$ cat config.mk
export PLATFORM = sky130hd
export DESIGN_NAME = exec_sequencer_flat
export DESIGN_NICKNAME = d
export VERILOG_FILES = /design/src/rtl/exec_sequencer_if.sv /design/src/rtl/exec_sequencer.sv /design/src/flat_wrapper.sv
export SDC_FILE = /design/constraint.sdc
export NUM_CORES = 1
export LEC_CHECK = 0
export ABC_AREA = 1
export BUFFER_PORTS_ARGS = -buffer_cell sky130_fd_sc_hd__buf_2
export CORE_ASPECT_RATIO = 1.5
export CORE_MARGIN = 2
export CORE_UTILIZATION = 40
export CTS_CLUSTER_DIAMETER = 100
export DETAILED_ROUTE_END_ITERATION = 6
export GPL_TIMING_DRIVEN = 0
export HOLD_SLACK_MARGIN = 0.05
export PLACE_DENSITY_LB_ADDON = 0.2
export SETUP_SLACK_MARGIN = 0.3
export SKIP_LAST_GASP = 1
export SLEW_MARGIN = 0
export SYNTH_ARGS = -nofsm -noshare
export SYNTH_HDL_FRONTEND = slang
export SYNTH_SLANG_ARGS = --single-unit
$ cat constraint.sdc
create_clock -name clk -period 1.9 [get_ports clk]
set_input_delay 0.38 -clock clk [delete_from_list [all_inputs] [get_ports clk]]
set_output_delay 0.38 -clock clk [all_outputs]
set_load 0.05 [all_outputs]
$ cat src/rtl/exec_sequencer_if.sv
// Handshake and datapath bundle between decode, the exec_sequencer and the shared CLA.
// The slave side is the sequencer; the master side is decode plus the ALU/CLA environment.
`timescale 1ns/1ps
interface exec_sequencer_if #(
  parameter int WIDTH = 16
);
  logic             start;
  logic             flush;
  logic             is_branch;
  logic             is_jmp;
  logic             is_jr;
  logic [WIDTH-1:0] next_pc;
  logic [WIDTH-1:0] rs_val;
  logic [WIDTH-1:0] imm8_sx;
  logic [WIDTH-1:0] imm11_sx;
  logic [WIDTH-1:0] alu_res;
  logic             br_taken;
  logic [WIDTH-1:0] add_a;
  logic [WIDTH-1:0] add_b;
  logic [WIDTH-1:0] add_sum;
  logic             busy;
  logic             done;
  logic [WIDTH-1:0] res_q;
  logic [WIDTH-1:0] pc_q;
  logic [1:0]       state_o;

  modport slave (
    input  start, flush, is_branch, is_jmp, is_jr,
    input  next_pc, rs_val, imm8_sx, imm11_sx, alu_res, br_taken, add_sum,
    output add_a, add_b, busy, done, res_q, pc_q, state_o
  );

  modport master (
    output start, flush, is_branch, is_jmp, is_jr,
    output next_pc, rs_val, imm8_sx, imm11_sx, alu_res, br_taken, add_sum,
    input  add_a, add_b, busy, done, res_q, pc_q, state_o
  );
endinterface

$ cat src/rtl/exec_sequencer.sv
// Execute-stage sequencer: captures the ALU result, then borrows the shared CLA to form the
// next PC (PC-relative branch/jump or register-relative JR) instead of a dedicated PC adder.
`timescale 1ns/1ps
module exec_sequencer #(
  parameter int WIDTH    = 16,
  parameter bit SKIP_TGT = 1'b1
) (
  input  logic               clk,
  input  logic               rst,
  exec_sequencer_if.slave    bus
);

  typedef enum logic [1:0] {
    ST_IDLE = 2'd0,
    ST_ALU  = 2'd1,
    ST_TGT  = 2'd2,
    ST_DONE = 2'd3
  } state_t;

  state_t           state_q,  state_d;
  logic             br_q,     br_d;
  logic             jmp_q,    jmp_d;
  logic             jr_q,     jr_d;
  logic             taken_q,  taken_d;
  logic [WIDTH-1:0] npc_q,    npc_d;
  logic [WIDTH-1:0] rs_q,     rs_d;
  logic [WIDTH-1:0] imm8_q,   imm8_d;
  logic [WIDTH-1:0] imm11_q,  imm11_d;
  logic [WIDTH-1:0] res_q,    res_d;
  logic [WIDTH-1:0] pc_q,     pc_d;
  logic [WIDTH-1:0] add_a_q,  add_a_d;
  logic [WIDTH-1:0] add_b_q,  add_b_d;
  logic             busy_q,   busy_d;
  logic             done_q,   done_d;

  logic             any_ctl_s;
  assign any_ctl_s = br_q | jmp_q | jr_q;

  // Next-state, capture and CLA operand selection; flush outranks start and normal advance
  always_comb begin
    state_d = state_q;
    br_d    = br_q;
    jmp_d   = jmp_q;
    jr_d    = jr_q;
    taken_d = taken_q;
    npc_d   = npc_q;
    rs_d    = rs_q;
    imm8_d  = imm8_q;
    imm11_d = imm11_q;
    res_d   = res_q;
    pc_d    = pc_q;
    add_a_d = '0;
    add_b_d = '0;

    if (bus.flush) begin
      state_d = ST_IDLE;
    end else begin
      case (state_q)
        ST_IDLE: begin
          if (bus.start) begin
            br_d    = bus.is_branch;
            jmp_d   = bus.is_jmp;
            jr_d    = bus.is_jr;
            npc_d   = bus.next_pc;
            rs_d    = bus.rs_val;
            imm8_d  = bus.imm8_sx;
            imm11_d = bus.imm11_sx;
            state_d = ST_ALU;
          end else begin
            state_d = ST_IDLE;
          end
        end
        ST_ALU: begin
          res_d   = bus.alu_res;
          taken_d = bus.br_taken & br_q;
          if (SKIP_TGT && !any_ctl_s) begin
            pc_d    = npc_q;
            state_d = ST_DONE;
          end else begin
            // Operands are registered on entry to TGT so the CLA sees them for the whole cycle
            add_a_d = jr_q ? rs_q : npc_q;
            if (jr_q) begin
              add_b_d = imm8_q;
            end else if (jmp_q) begin
              add_b_d = imm11_q;
            end else if (taken_d) begin
              add_b_d = imm8_q;
            end else begin
              add_b_d = '0;
            end
            state_d = ST_TGT;
          end
        end
        ST_TGT: begin
          pc_d    = bus.add_sum;
          state_d = ST_DONE;
        end
        ST_DONE: begin
          state_d = ST_IDLE;
        end
        default: begin
          state_d = ST_IDLE;
        end
      endcase
    end

    busy_d = (state_d != ST_IDLE);
    done_d = (state_d == ST_DONE);
  end

  // State and datapath registers with synchronous reset
  always_ff @(posedge clk) begin
    if (rst) begin
      state_q <= ST_IDLE;
      br_q    <= 1'b0;
      jmp_q   <= 1'b0;
      jr_q    <= 1'b0;
      taken_q <= 1'b0;
      npc_q   <= '0;
      rs_q    <= '0;
      imm8_q  <= '0;
      imm11_q <= '0;
      res_q   <= '0;
      pc_q    <= '0;
      add_a_q <= '0;
      add_b_q <= '0;
      busy_q  <= 1'b0;
      done_q  <= 1'b0;
    end else begin
      state_q <= state_d;
      br_q    <= br_d;
      jmp_q   <= jmp_d;
      jr_q    <= jr_d;
      taken_q <= taken_d;
      npc_q   <= npc_d;
      rs_q    <= rs_d;
      imm8_q  <= imm8_d;
      imm11_q <= imm11_d;
      res_q   <= res_d;
      pc_q    <= pc_d;
      add_a_q <= add_a_d;
      add_b_q <= add_b_d;
      busy_q  <= busy_d;
      done_q  <= done_d;
    end
  end

  assign bus.add_a   = add_a_q;
  assign bus.add_b   = add_b_q;
  assign bus.busy    = busy_q;
  assign bus.done    = done_q;
  assign bus.res_q   = res_q;
  assign bus.pc_q    = pc_q;
  assign bus.state_o = state_q;

endmodule

$ cat src/flat_wrapper.sv
// flat-port wrapper written by rule: the top's interface ports become plain ports
module exec_sequencer_flat 
#(
  parameter int WIDTH    = 16,
  parameter bit SKIP_TGT = 1'b1
)
  (clk, rst, bus_start, bus_flush, bus_is_branch, bus_is_jmp, bus_is_jr, bus_next_pc, bus_rs_val, bus_imm8_sx, bus_imm11_sx, bus_alu_res, bus_br_taken, bus_add_sum, bus_add_a, bus_add_b, bus_busy, bus_done, bus_res_q, bus_pc_q, bus_state_o);
  exec_sequencer_if #(.WIDTH(WIDTH)) bus_i ();
  input  logic clk;
  input  logic rst;
  input wire logic [$bits(bus_i.start)-1:0] bus_start;
  input wire logic [$bits(bus_i.flush)-1:0] bus_flush;
  input wire logic [$bits(bus_i.is_branch)-1:0] bus_is_branch;
  input wire logic [$bits(bus_i.is_jmp)-1:0] bus_is_jmp;
  input wire logic [$bits(bus_i.is_jr)-1:0] bus_is_jr;
  input wire logic [$bits(bus_i.next_pc)-1:0] bus_next_pc;
  input wire logic [$bits(bus_i.rs_val)-1:0] bus_rs_val;
  input wire logic [$bits(bus_i.imm8_sx)-1:0] bus_imm8_sx;
  input wire logic [$bits(bus_i.imm11_sx)-1:0] bus_imm11_sx;
  input wire logic [$bits(bus_i.alu_res)-1:0] bus_alu_res;
  input wire logic [$bits(bus_i.br_taken)-1:0] bus_br_taken;
  input wire logic [$bits(bus_i.add_sum)-1:0] bus_add_sum;
  output wire logic [$bits(bus_i.add_a)-1:0] bus_add_a;
  output wire logic [$bits(bus_i.add_b)-1:0] bus_add_b;
  output wire logic [$bits(bus_i.busy)-1:0] bus_busy;
  output wire logic [$bits(bus_i.done)-1:0] bus_done;
  output wire logic [$bits(bus_i.res_q)-1:0] bus_res_q;
  output wire logic [$bits(bus_i.pc_q)-1:0] bus_pc_q;
  output wire logic [$bits(bus_i.state_o)-1:0] bus_state_o;
  assign bus_i.start = bus_start;
  assign bus_i.flush = bus_flush;
  assign bus_i.is_branch = bus_is_branch;
  assign bus_i.is_jmp = bus_is_jmp;
  assign bus_i.is_jr = bus_is_jr;
  assign bus_i.next_pc = bus_next_pc;
  assign bus_i.rs_val = bus_rs_val;
  assign bus_i.imm8_sx = bus_imm8_sx;
  assign bus_i.imm11_sx = bus_imm11_sx;
  assign bus_i.alu_res = bus_alu_res;
  assign bus_i.br_taken = bus_br_taken;
  assign bus_i.add_sum = bus_add_sum;
  assign bus_add_a = bus_i.add_a;
  assign bus_add_b = bus_i.add_b;
  assign bus_busy = bus_i.busy;
  assign bus_done = bus_i.done;
  assign bus_res_q = bus_i.res_q;
  assign bus_pc_q = bus_i.pc_q;
  assign bus_state_o = bus_i.state_o;
  exec_sequencer #(.WIDTH(WIDTH), .SKIP_TGT(SKIP_TGT)) u_core (.clk(clk), .rst(rst), .bus(bus_i));
endmodule
==> flow_metrics.tcl <==
set metrics [dict create \
    end_kind "register" \
    cts_max_level 4 \
    grt_antenna_before_repair 4 \
    yosysUniqueCellTypes 20 \
    yosysWarnings 0 \
    numCtsBuffers 17 \
    setup_viol 0 \
    netlist_instances 686 \
    rows 50 \
    dp_hpwl_um 10600 \
    path_class "reg -> reg" \
    hold_path_startpoint "rst" \
    ir_drop_mv 0.620 \
    final_util_pct 54.7 \
    first_pass_iters 4 \
    top_level_ports 172 \
    clock_skew_ns 0.00846 \
    layout.nets 984 \
    grt-ovfl-total 0 \
    clockRootBuffer "clkbuf_16" \
    crit_arrival_ns 1.80 \
    ys_ff_latch 135 \
    clk_latency_ns 0.40 \
    areaGrowthSynthToFinish_pct 33.3 \
    synth_area_per_cell_um2 7.49 \
    powerDensity_mw_per_mm2 1070 \
    fin_setup_tns_ns 0 \
    via_per_inst 4.58 \
    drive_above_1_share_pct 28.5 \
    power_leakage_uw 0.00326 \
    ant_nets 0 \
    gp_congestion 0.858 \
    hold_violations 0 \
    grt_util_all_layers_pct 20.1 \
    routedWlPerCell_um 13.1 \
    rsz0062_at_grt "true" \
    synth.largest_area_cell "dfxtp_1" \
    die_w_um 96.5 \
    start_util_pct 41.1 \
    max_freq_mhz 664 \
    coreArea_mm2 0.0125 \
    maxSlewHeadroom_pct 66.2 \
    min_period_over_period_pct 79.2 \
    syn_nets 794 \
    dieArea_mm2 0.0138 \
    die_y_um 143 \
    cts_setup_buffers 0 \
    timing.rr.start "u_core.bus.state_o[0]" \
    crit_fanout 10 \
    hold_path.class "in -> reg" \
    drv_slew 0 \
    grt_pass1_wl_um 21200 \
    vias 4791 \
    tightestPinTransition_ns 0.506 \
    path_clk_slew_ns 0.06 \
    final.min_clock_period_ns 1.51 \
    status "finished clean" \
    drtIter0Drc 156 \
    tritoncts "yes" \
    grt_max_degree 17 \
    syn-cell-area_mm2 0.00514 \
    io_buffers 171 \
    synthTopCellsByArea "dfxtp_1, nor2_1, o21ai_0" \
    cts_buffer_depth 2 \
    ys_seq_area_share_pct 52.6 \
    cp-startpoint "u_core.bus.state_o[0]" \
    post-route-drc-count 0 \
    grt_pass1_vias 4467 \
    start_kind "register" \
    yosysTopAreaCellShare_pct 52.6 \
    maxCapViolCount 0 \
    routed_wl_um 13700 \
    cp.required_ns 2.19 \
    cts.sinks 135 \
]
==> area by class of cell <==
class	instances	area, um^2
timing repair buffer	171	856
tap	156	195
buffer	45	263
clock buffer	22	464
sequential	135	2710
fill	1322	5660
clock inverter	10	169
inverter	44	165
multi-input combinational	462	2030
antenna	2	5.00
==> routing by layer <==
layer	vias to the layer above	share of wire, %	track usage, %
li1	2548	-	-
met1	2111	39	20.9
met2	111	54	38.0
met3	19	4.9	4.75
met4	2	1.9	7.41
met5	-	0.080	0
==> where the power goes <==
part	switching [uW]	internal [uW]
logic	529	291
registers	61.3	2980
clock network	1210	2280
total	1800	5540
==> path summary, 6_finish.rpt <==
kind / end / slack, ns / cells after the start
setup reg to reg: u_core.imm8_q[13] / 0.39 / 7
setup / recovery: u_core.imm8_q[13] / 0.39 / 7
hold reg to reg: u_core.bus.add_b[14] / 0.46 / 2
hold / removal: u_core.bus.state_o[1] / 0.18 / 2
==> layout by cell type (no fill, tap or decap), drive strengths merged <==
master / instances
clkinvlp: 3
buf: 203
nand3: 19
nand2: 70
a21oi: 66
clkbuf: 35
o21ai: 85
nor2: 217
dfxtp: 135
clkinv: 2
inv: 45
bufinv: 4
o21a: 1
ha: 4
diode: 2
==> registers in the layout, summed over array words and instances (netlist names) <==
signal              cells
u_core.npc_q           16
u_core.bus.add_b       16
u_core.rs_q            16
u_core.bus.busy         1
u_core.jmp_q            1
u_core.bus.done         1
u_core.bus.res_q       16
u_core.imm11_q         16
u_core.bus.add_a       16
u_core.br_q             1
u_core.bus.state_o      2
u_core.jr_q             1
u_core.bus.pc_q        16
u_core.imm8_q          16
==> worst max-delay path: stages (launching register included) <==
cell and delay [ns]:
dfxtp_2 0.33, inv_1 0.10, ha_1 0.17, nand3_2 0.16, buf_6 0.19, buf_2 0.18, o21ai_0 0.21, nor2_1 0.05
==> cells in the mapped netlist, drive strengths merged <==
| library cell | number |
|---|---|
| o21a | 1 |
| clkbuf | 10 |
| nand2 | 70 |
| nor2 | 217 |
| o21ai | 85 |
| a21oi | 66 |
| buf | 35 |
| nand3 | 19 |
| inv | 44 |
| dfxtp | 135 |
| ha | 4 |
==> repair_timing <==
item                       in CTS  in global routing
resized for setup               0                 13
setup endpoints to repair       0                 29
hold buffers                    0                  0
==> cells by family after synthesis <==
group           share of synthesized area (%)
compound gates                           14.9
fa+ha+maj                               0.974
buf+inv                                  8.16
flops                                    52.6
simple gates                             23.4
==> through the flow <==
| step | setup slack [ns] | instance area [um^2] | std cells | hold slack [ns] | power, uW |
|---|---|---|---|---|---|
| 2_1_floorplan | 0.334 | 5140 | 686 | 0.439 | 3650 |
| 3_3_place_gp | 0.351 | 6190 | 1013 | 0.448 | 3910 |
| 3_5_place_dp | 0.330 | 6190 | 1013 | 0.454 | 3920 |
| 4_1_cts | 0.335 | 6830 | 1045 | 0.160 | 7400 |
| 5_1_grt | 0.299 | 6850 | 1047 | 0.175 | 7650 |
| 6_report | 0.395 | 6850 | 1047 | 0.175 | 7350 |
No activity file was read; power rests on OpenSTA's default activity.
